--- src/rtl/axi_bridge_pkg.sv ---
// Shared AXI4 channel payloads, burst encodings and FSM states for the burst bridge.
// Channel widths are fixed here; the bridge parameters must match them.
package axi_bridge_pkg;

    localparam int AXI_ADDR_W = 32;
    localparam int AXI_DATA_W = 32;
    localparam int AXI_ID_W   = 4;
    localparam int AXI_STRB_W = AXI_DATA_W / 8;

    localparam logic [1:0] BURST_FIXED = 2'b00;
    localparam logic [1:0] BURST_INCR  = 2'b01;

    typedef struct packed {
        logic [AXI_ID_W-1:0]   id;
        logic [AXI_ADDR_W-1:0] addr;
        logic [7:0]            len;
        logic [2:0]            size;
        logic [1:0]            burst;
    } axi_ar_t;

    typedef struct packed {
        logic [AXI_ID_W-1:0]   id;
        logic [AXI_ADDR_W-1:0] addr;
        logic [7:0]            len;
        logic [2:0]            size;
        logic [1:0]            burst;
    } axi_aw_t;

    typedef struct packed {
        logic [AXI_DATA_W-1:0] data;
        logic                  last;
        logic [1:0]            resp;
    } axi_r_t;

    typedef struct packed {
        logic [AXI_DATA_W-1:0] data;
        logic [AXI_STRB_W-1:0] strb;
        logic                  last;
    } axi_w_t;

    typedef enum logic [1:0] {
        R_IDLE,
        R_ADDR,
        R_DATA
    } rd_state_e;

    typedef enum logic [1:0] {
        W_IDLE,
        W_ADDR,
        W_DATA,
        W_RESP
    } wr_state_e;

endpackage

--- src/rtl/axi_beat_counter.sv ---
// Burst beat counter: cleared when a burst is accepted, bumped per data handshake.
// is_last flags the beat whose index equals the latched AXI len.
module axi_beat_counter (
    input  logic       clk,
    input  logic       rst,
    input  logic       clr,
    input  logic       inc,
    input  logic [7:0] len,
    output logic       is_last
);

    logic [7:0] cnt_q;
    logic [7:0] cnt_d;

    always_comb begin
        cnt_d = cnt_q;
        if (clr) begin
            cnt_d = 8'd0;
        end else if (inc) begin
            cnt_d = cnt_q + 8'd1;
        end
    end

    always_ff @(posedge clk) begin
        if (rst) begin
            cnt_q <= 8'd0;
        end else begin
            cnt_q <= cnt_d;
        end
    end

    assign is_last = (cnt_q == len);

endmodule

--- src/rtl/axi_burst_bridge.sv ---
// Cache refill / write-back burst bridge onto AXI4 with independent read and write FSMs.
// Define AXI_BRIDGE_RAW_CHECK_EN to hold off reads that hit the line of an in-flight write.
module axi_burst_bridge
    import axi_bridge_pkg::*;
#(
    parameter int ADDR_W     = AXI_ADDR_W,
    parameter int DATA_W     = AXI_DATA_W,
    parameter int ID_W       = AXI_ID_W,
    parameter int RD_ID      = 0,
    parameter int WR_ID      = 1,
    parameter int LINE_BYTES = 32,
    localparam int STRB_W    = DATA_W / 8
) (
    input  logic              clk,
    input  logic              rst,
    input  logic              rd_req,
    input  logic [ADDR_W-1:0] rd_addr,
    input  logic [7:0]        rd_len,
    input  logic [2:0]        rd_size,
    output logic              rd_addr_ok,
    output logic [DATA_W-1:0] rd_data,
    output logic              rd_valid,
    output logic              rd_last,
    input  logic              wr_req,
    input  logic [ADDR_W-1:0] wr_addr,
    input  logic [7:0]        wr_len,
    input  logic [2:0]        wr_size,
    output logic              wr_addr_ok,
    input  logic [DATA_W-1:0] wr_data,
    input  logic [STRB_W-1:0] wr_strb,
    input  logic              wr_valid,
    output logic              wr_ready,
    output logic              wr_done,
    output axi_ar_t           ar_o,
    output logic              arvalid,
    input  logic              arready,
    input  axi_r_t            r_i,
    input  logic              rvalid,
    output logic              rready,
    output axi_aw_t           aw_o,
    output logic              awvalid,
    input  logic              awready,
    output axi_w_t            w_o,
    output logic              wvalid,
    input  logic              wready,
    input  logic              bvalid,
    output logic              bready
);

    localparam int LINE_LSB = $clog2(LINE_BYTES);

    rd_state_e r_state_q, r_state_d;
    wr_state_e w_state_q, w_state_d;
    axi_ar_t   ar_q, ar_d;
    axi_aw_t   aw_q, aw_d;
    logic      wr_done_q, wr_done_d;
    logic      rd_clr, rd_inc, rd_is_last;
    logic      wr_clr, wr_inc, wr_is_last;
    logic      same_line, raw_hold;

    assign same_line = rd_addr[ADDR_W-1:LINE_LSB] == aw_q.addr[ADDR_W-1:LINE_LSB];

`ifdef AXI_BRIDGE_RAW_CHECK_EN
    // wr_done_q extends the hold so the read lands strictly after the done pulse
    assign raw_hold = ((w_state_q != W_IDLE) || wr_done_q) && same_line;
`else
    assign raw_hold = 1'b0;
`endif

    always_comb begin
        r_state_d  = r_state_q;
        ar_d       = ar_q;
        rd_addr_ok = 1'b0;
        rd_clr     = 1'b0;
        rd_inc     = 1'b0;
        unique case (r_state_q)
            R_IDLE: if (rd_req && !raw_hold) begin
                rd_addr_ok = 1'b1;
                rd_clr     = 1'b1;
                ar_d.id    = ID_W'(RD_ID);
                ar_d.addr  = rd_addr;
                ar_d.len   = rd_len;
                ar_d.size  = rd_size;
                ar_d.burst = BURST_INCR;
                r_state_d  = R_ADDR;
            end
            R_ADDR: if (arready) r_state_d = R_DATA;
            R_DATA: if (rvalid) begin
                rd_inc = 1'b1;
                if (rd_is_last) r_state_d = R_IDLE;
            end
            default: r_state_d = R_IDLE;
        endcase
    end

    always_comb begin
        w_state_d  = w_state_q;
        aw_d       = aw_q;
        wr_addr_ok = 1'b0;
        wr_done_d  = 1'b0;
        wr_clr     = 1'b0;
        wr_inc     = 1'b0;
        unique case (w_state_q)
            W_IDLE: if (wr_req) begin
                wr_addr_ok = 1'b1;
                wr_clr     = 1'b1;
                aw_d.id    = ID_W'(WR_ID);
                aw_d.addr  = wr_addr;
                aw_d.len   = wr_len;
                aw_d.size  = wr_size;
                aw_d.burst = BURST_INCR;
                w_state_d  = W_ADDR;
            end
            W_ADDR: if (awready) w_state_d = W_DATA;
            W_DATA: if (wr_valid && wready) begin
                wr_inc = 1'b1;
                if (wr_is_last) w_state_d = W_RESP;
            end
            W_RESP: if (bvalid) begin
                wr_done_d = 1'b1;
                w_state_d = W_IDLE;
            end
            default: w_state_d = W_IDLE;
        endcase
    end

    always_ff @(posedge clk) begin
        if (rst) begin
            r_state_q <= R_IDLE;
            w_state_q <= W_IDLE;
            ar_q      <= '0;
            aw_q      <= '0;
            wr_done_q <= 1'b0;
        end else begin
            r_state_q <= r_state_d;
            w_state_q <= w_state_d;
            ar_q      <= ar_d;
            aw_q      <= aw_d;
            wr_done_q <= wr_done_d;
        end
    end

    axi_beat_counter u_rd_cnt (
        .clk     (clk),
        .rst     (rst),
        .clr     (rd_clr),
        .inc     (rd_inc),
        .len     (ar_q.len),
        .is_last (rd_is_last)
    );

    axi_beat_counter u_wr_cnt (
        .clk     (clk),
        .rst     (rst),
        .clr     (wr_clr),
        .inc     (wr_inc),
        .len     (aw_q.len),
        .is_last (wr_is_last)
    );

    assign ar_o     = ar_q;
    assign arvalid  = (r_state_q == R_ADDR);
    assign rready   = (r_state_q == R_DATA);
    assign rd_valid = rready && rvalid;
    assign rd_data  = r_i.data;
    // Beat count, not r_i.last, ends the burst
    assign rd_last  = rd_valid && rd_is_last;

    assign aw_o     = aw_q;
    assign awvalid  = (w_state_q == W_ADDR);
    assign wvalid   = (w_state_q == W_DATA) && wr_valid;
    assign wr_ready = (w_state_q == W_DATA) && wready;
    assign w_o.data = wr_data;
    assign w_o.strb = wr_strb;
    assign w_o.last = wr_is_last;
    assign bready   = (w_state_q == W_RESP);
    assign wr_done  = wr_done_q;

    logic unused_sig;
    assign unused_sig = ^{same_line, r_i.last, r_i.resp};

endmodule
--- config.mk ---
export PLATFORM = sky130hd
export DESIGN_NAME = axi_burst_bridge
export DESIGN_NICKNAME = d
export VERILOG_FILES = /design/src/rtl/axi_bridge_pkg.sv /design/src/rtl/axi_beat_counter.sv /design/src/rtl/axi_burst_bridge.sv
export SDC_FILE = /design/constraint.sdc
export NUM_CORES = 1
export LEC_CHECK = 0
export ABC_AREA = 1
export BUFFER_PORTS_ARGS = -buffer_cell sky130_fd_sc_hd__buf_2
export CAP_MARGIN = 20
export CELL_PAD_IN_SITES_DETAIL_PLACEMENT = 0
export CELL_PAD_IN_SITES_GLOBAL_PLACEMENT = 1
export CORE_MARGIN = 2
export CORE_UTILIZATION = 27
export DETAILED_ROUTE_END_ITERATION = 16
export GPL_ROUTABILITY_DRIVEN = 0
export PLACE_DENSITY = 0.76
export RECOVER_POWER = 50
export SYNTH_ARGS = -nofsm -noshare
export SYNTH_HDL_FRONTEND = slang
export SYNTH_SLANG_ARGS = --single-unit
--- constraint.sdc ---
create_clock -name clk -period 1.8 [get_ports clk]
set_input_delay 0.36 -clock clk [delete_from_list [all_inputs] [get_ports clk]]
set_output_delay 0.36 -clock clk [all_outputs]
set_load 0.02 [all_outputs]
==> results of run 1 <==
## state kept, by name, indices dropped and copies added (netlist names)
register / cells
u_rd_cnt.cnt_q: 8
w_state_q: 2
u_wr_cnt.cnt_q: 8
r_state_q: 2
ar_o: 44
wr_done: 1
aw_o: 44
## synth_stat cells
cell        n
o21a_1      1
buf_4      80
o22ai_1     1
nor2_4      4
nand3_2     3
a21oi_2     2
nand4_1     2
a21oi_1    23
nor4_1      1
nor3b_1     1
nor3_2      1
conb_1      1
nor2_2      1
ha_1        7
nand2_4     1
or2_2       3
inv_1      34
nor3_1      1
clkbuf_1   16
inv_2       6
xnor2_1     6
o21ai_0    83
nand3_1     7
clkinv_2    1
nor2_1    179
nand2_2     4
buf_1       1
nor3_4      2
dfxtp_1   109
buf_2      10
o21ai_1    10
nand2_1    57
## worst max path at each step
stage	from	to	slack, ns	depth (start not counted)
floorplan	w_state_q[0]	wr_addr_ok	0.28	5
global placement	w_state_q[0]	u_wr_cnt.cnt_q[4]	0.20	7
detailed placement	w_state_q[1]	u_wr_cnt.cnt_q[4]	0.15	7
CTS	u_wr_cnt.cnt_q[0]	w_o[0]	-0.07	6
global route	ar_o[5]	rd_last	-0.05	6
finish	u_rd_cnt.cnt_q[4]	rd_last	0.04	7
## worst max-delay path: cells and delay by family (launching register included)
family,cells,cell delay [ns]
buffers and inverters,2,0.19
DFF,1,0.34
and+or+nand+nor,5,0.53
## cell families (layout without fill, tap and decap cells)
family | Yosys count | in the layout | share of synthesized area
other cells | 1 | 9 | 0.000759
flops | 109 | 109 | 0.442
buf+inv | 148 | 261 | 0.176
simple gates | 267 | 267 | 0.229
compound gates | 120 | 120 | 0.124
xor+xnor | 6 | 6 | 0.0106
fa+ha+maj | 7 | 7 | 0.0177
## power by group through the flow
stage | logic (mW) | registers (mW) | clock network (mW)
after floorplan | 1.30 | 3.54 | 0
after global placement | 2.29 | 3.09 | 0
after detailed placement | 2.29 | 3.11 | 0
after CTS | 2.32 | 3.05 | 2.05
after global routing | 2.50 | 3.12 | 2.14
final | 2.23 | 3.06 | 1.95
## repair_timing
| action | CTS | global route |
|---|---|---|
| pin swaps | 4 | 7 |
| gates resized for setup | 22 | 29 |
| setup buffers | 2 | 1 |
| gates cloned | 0 | 0 |
| hold buffers | 0 | 0 |
| setup endpoints to repair | 3 | 7 |
## metal layers
metal / routed length [um] / share of wire
met1: 5340 / 0.42
met2: 6360 / 0.50
met3: 764 / 0.060
met4: 259 / 0.020
met5: 0 / 0
## final cells by class
type | instances | area [um^2]
clock buffers | 11 | 233
clock inverters | 4 | 50.0
fillers | 2047 | 12000
inverters | 41 | 160
multi-input cells | 409 | 1970
flip-flops and latches | 109 | 2220
well taps | 229 | 287
repair buffers | 205 | 995
## per-stage QoR
step	setup TNS (ns)	setup WS, ns
floorplan	0	0.280
global placement	0	0.200
detailed placement	0	0.153
CTS	-0.0663	-0.0663
global route	-0.111	-0.0452
finish	0	0.0442
==> flow_metrics.tcl, run 1 <==
set metrics [dict create \
    combinationalPowerShare 0.308 \
    grt_overflow_total 0 \
    final_common_cell "nor2_1" \
    n_antenna_cell 0 \
    synth.area.top_cells "dfxtp_1 (44%), nor2_1 (14%), buf_4 (12%), o21ai_0 (8.4%), nand2_1 (4.3%)" \
    drv_cap 0 \
    finish.utilization 0.329 \
    drtAntennaViolNets 0 \
    power.internal_mw 4.60 \
    r2r_slack_ns 0.13 \
    fp.coreArea_um2 18000 \
    dp_cells 990 \
    reg2regPathDepth 5 \
    clkTransAtPathRegs_ns 0.07 \
    period_needed_ns 1.76 \
    htree_levels 3 \
    die-area_um2 19400 \
    fmax_mhz 570 \
    cp-start-kind "register" \
    placed_area_um2 5590 \
    instances_no_fill 1008 \
    io_buffers 196 \
    grt_max_degree 89 \
    vias 4287 \
    die_h_um 139 \
    synth_area_per_cell_um2 7.51 \
    power.total_mw 7.24 \
    area_growth_pct 19.8 \
    status "completed" \
    grt_pass1_vias 3998 \
    worstHoldStart "bvalid" \
    min_path_type "in2reg" \
    end_kind "output port" \
    clk_path_buf_depth 2 \
    ctsRootBufferMaster "clkbuf_16" \
    cts_tree "done" \
    crit_path_cell_trace "inv_2 -> or2_2 -> nand3_2 -> nor2_2 -> nand2_1 -> nor2_1 -> buf_4" \
    wl_per_cell_um 12.6 \
    vdd.ir_drop.worst_mv 0.628 \
    start_util 0.275 \
    max-slew-margin-rel 0.456 \
    power_frac_seq 0.423 \
    grtUsageTotal 0.128 \
    holdWs_ns 0.244 \
    routed_wl_um 12700 \
    ios 345 \
    drtIter0Drc 118 \
    skew_ns 0.00835 \
    dp.final_hpwl_um 9030 \
    final_cell_mix "nor2_1 (178), buf_2 (137), dfxtp_1 (86)" \
    reg2reg_to "ar_o[40]" \
    nets 949 \
    grt_pass1_wl_um 19900 \
    p_per_area_nw_per_um2 1220 \
    vias_per_cell 4.25 \
    seq_area_frac_synth 0.442 \
    route.detailed.drc 0 \
    clockPowerShare 0.269 \
    crit_path_top_delay_cell "dfxtp_2" \
    yosys.area.top_type "dfxtp_1" \
    p_sw_frac 0.364 \
    switching_power_mw 2.64 \
    timing.final.crit_share 0.975 \
    cp_max_fo 3 \
    synth.distinct_cells 32 \
    worstReg2RegStart "r_state_q[1]" \
    drive_above_1_share 0.294 \
    gr-max-usage-layer "met2" \
    finalInstanceArea_um2 5920 \
    arrival_ns 1.40 \
    synthesis.area_um2 4940 \
    rows 49 \
    worst_pin_slew_ns 0.816 \
    synth_seq_cells 109 \
    critPathMaxStageDelay_ns 0.34 \
    grt_util_met1 0.144 \
    grt_antenna_before_repair 0 \
    setup_violations 0 \
    clk_latency_ns 0.35 \
    synth_top_cell_area_share 0.442 \
    crit_type "reg2out" \
    hold_violations 0 \
    cts.sink_count 109 \
    rsz0062_at_grt "true" \
    hold_depth 3 \
    met3_usage 0.0392 \
    whs_endpoint "wr_done" \
    report.final.slew_viol_count 0 \
    use_met2 0.223 \
    dr.pass1.iters 4 \
    numCtsBuffers 9 \
    required_ns 1.44 \
    die_x_um 139 \
    leakage_nw 2.66 \
    ys_warn_count 0 \
    netlist_instances 658 \
]
Power figures use the tool's default switching activity.
==> inputs of run 2 (changes only) <==
Settings changed: RECOVER_POWER 50 to 100.
==> run 2 against run 1 <==
Fmax barely moved. Sequential power barely moved. First-iteration DRC count rose by 2.5%. Die area unchanged. Critical path depth unchanged. Routed wire length fell by 0.20%. Combinational power decreased by 2%.
==> flow_metrics.tcl, run 2 (synthesized netlist as in run 1, its figures left out) <==
set metrics [dict create \
    clk_latency_ns 0.35 \
    vdd.ir_drop.worst_mv 0.616 \
    final_common_cell "nor2_1" \
    grt_max_degree 89 \
    hold_depth 3 \
    grtUsageTotal 0.128 \
    r2r_slack_ns 0.17 \
    max-slew-margin-rel 0.477 \
    finalInstanceArea_um2 5850 \
    die_x_um 139 \
    routed_wl_um 12700 \
    wl_per_cell_um 12.6 \
    cp_max_fo 3 \
    rows 49 \
    dr.pass1.iters 4 \
    reg2regPathDepth 9 \
    numCtsBuffers 9 \
    clk_path_buf_depth 2 \
    worstReg2RegStart "w_state_q[0]" \
    area_growth_pct 18.5 \
    status "completed" \
    rsz0062_at_grt "true" \
    fmax_mhz 569 \
    nets 949 \
    drive_above_1_share 0.246 \
    p_per_area_nw_per_um2 1230 \
    dp.final_hpwl_um 9030 \
    setup_violations 0 \
    crit_type "reg2out" \
    grt_overflow_total 0 \
    period_needed_ns 1.76 \
    required_ns 1.44 \
    die_h_um 139 \
    die-area_um2 19400 \
    reg2reg_to "u_wr_cnt.cnt_q[6]" \
    leakage_nw 2.50 \
    vias_per_cell 4.25 \
    whs_endpoint "wr_done" \
    worst_pin_slew_ns 0.785 \
    ios 345 \
    grt_pass1_vias 3998 \
    start_util 0.275 \
    report.final.slew_viol_count 0 \
    ctsRootBufferMaster "clkbuf_16" \
    vias 4285 \
    cts_tree "done" \
    route.detailed.drc 0 \
    grt_pass1_wl_um 19900 \
    power.total_mw 7.20 \
    cts_hold_buffers 0 \
    grt_antenna_before_repair 0 \
    clkTransAtPathRegs_ns 0.07 \
    drtAntennaViolNets 0 \
    worstHoldStart "bvalid" \
    end_kind "output port" \
    tns_ns 0 \
    placed_area_um2 5590 \
    skew_ns 0.00656 \
    drv_cap 0 \
    min_path_type "in2reg" \
    hold_violations 0 \
    fp.coreArea_um2 18000 \
    io_buffers 196 \
    timing.final.crit_share 0.976 \
    drtIter0Drc 121 \
    final_cell_mix "nor2_1 (178), buf_2 (99), clkbuf_1 (94)" \
    finish.utilization 0.326 \
    htree_levels 3 \
    arrival_ns 1.40 \
    n_antenna_cell 0 \
    cp-start-kind "register" \
    cts.sink_count 109 \
]
-- run 2: cell count changes in the layout (fill, tap and decap cells not counted), moves of 3 or more --
cell | before | now
o21ai_0 | 82 | 86
clkbuf_1 | 59 | 94
buf_2 | 137 | 99
clkbuf_2 | 0 | 3
o21ai_1 | 11 | 7
-- run 2: per-layer routing --
metal	part of all wire	up-vias	track usage	wire length [um]
li1	-	2207	-	-
met1	0.42	1919	0.144	5290
met2	0.50	134	0.223	6360
met3	0.062	25	0.0392	786
met4	0.020	0	0.0542	260
met5	0	-	0	0
-- run 2: per-stage QoR --
| step | cells | setup WS (ns) | hold WS [ns] |
|---|---|---|---|
| 3_5_place_dp | 990 | 0.153 | 0.465 |
| 2_1_floorplan | 666 | 0.280 | 0.460 |
| 5_1_grt | 1008 | -0.0452 | 0.241 |
| 4_1_cts | 1007 | -0.0663 | 0.225 |
| 6_report | 1008 | 0.0432 | 0.242 |
| 3_3_place_gp | 990 | 0.200 | 0.455 |
-- run 2: worst max path at each step --
stage                                  from                 to  slack, ns  cells after the start
after floorplan                w_state_q[0]         wr_addr_ok       0.28                      5
after global placement         w_state_q[0]  u_wr_cnt.cnt_q[4]       0.20                      7
after detailed placement       w_state_q[1]  u_wr_cnt.cnt_q[4]       0.15                      7
after CTS                 u_wr_cnt.cnt_q[0]             w_o[0]      -0.07                      6
after global routing                ar_o[5]            rd_last      -0.05                      6
final                     u_rd_cnt.cnt_q[4]            rd_last       0.04                      7
-- run 2: power breakdown --
part | switching, mW | internal, mW | leakage, nW
clock network | 0.878 | 1.07 | 0.132
logic | 1.51 | 0.672 | 1.46
registers | 0.250 | 2.82 | 0.910
-- run 2: repair_timing --
action | CTS | global route
buffers inserted | 2 | 1
hold endpoints to repair | 0 | 0
pin swaps | 4 | 7
gates resized for setup | 22 | 29
setup endpoints to repair | 3 | 7
-- run 2: final cells by class --
class	instances	area (um^2)
sequential	109	2220
clock inverter	4	50.0
inverter	41	160
timing repair buffer	205	951
tap	229	287
fill	2062	12100
multi-input combinational	409	1950
clock buffer	11	233
-- run 2: worst max-delay path: stages (launching register included) --
cell	delay [ns]
dfxtp_2	0.34
inv_2	0.04
or2_2	0.27
nand3_2	0.08
nor2_2	0.05
nand2_1	0.08
nor2_1	0.05
buf_4	0.15
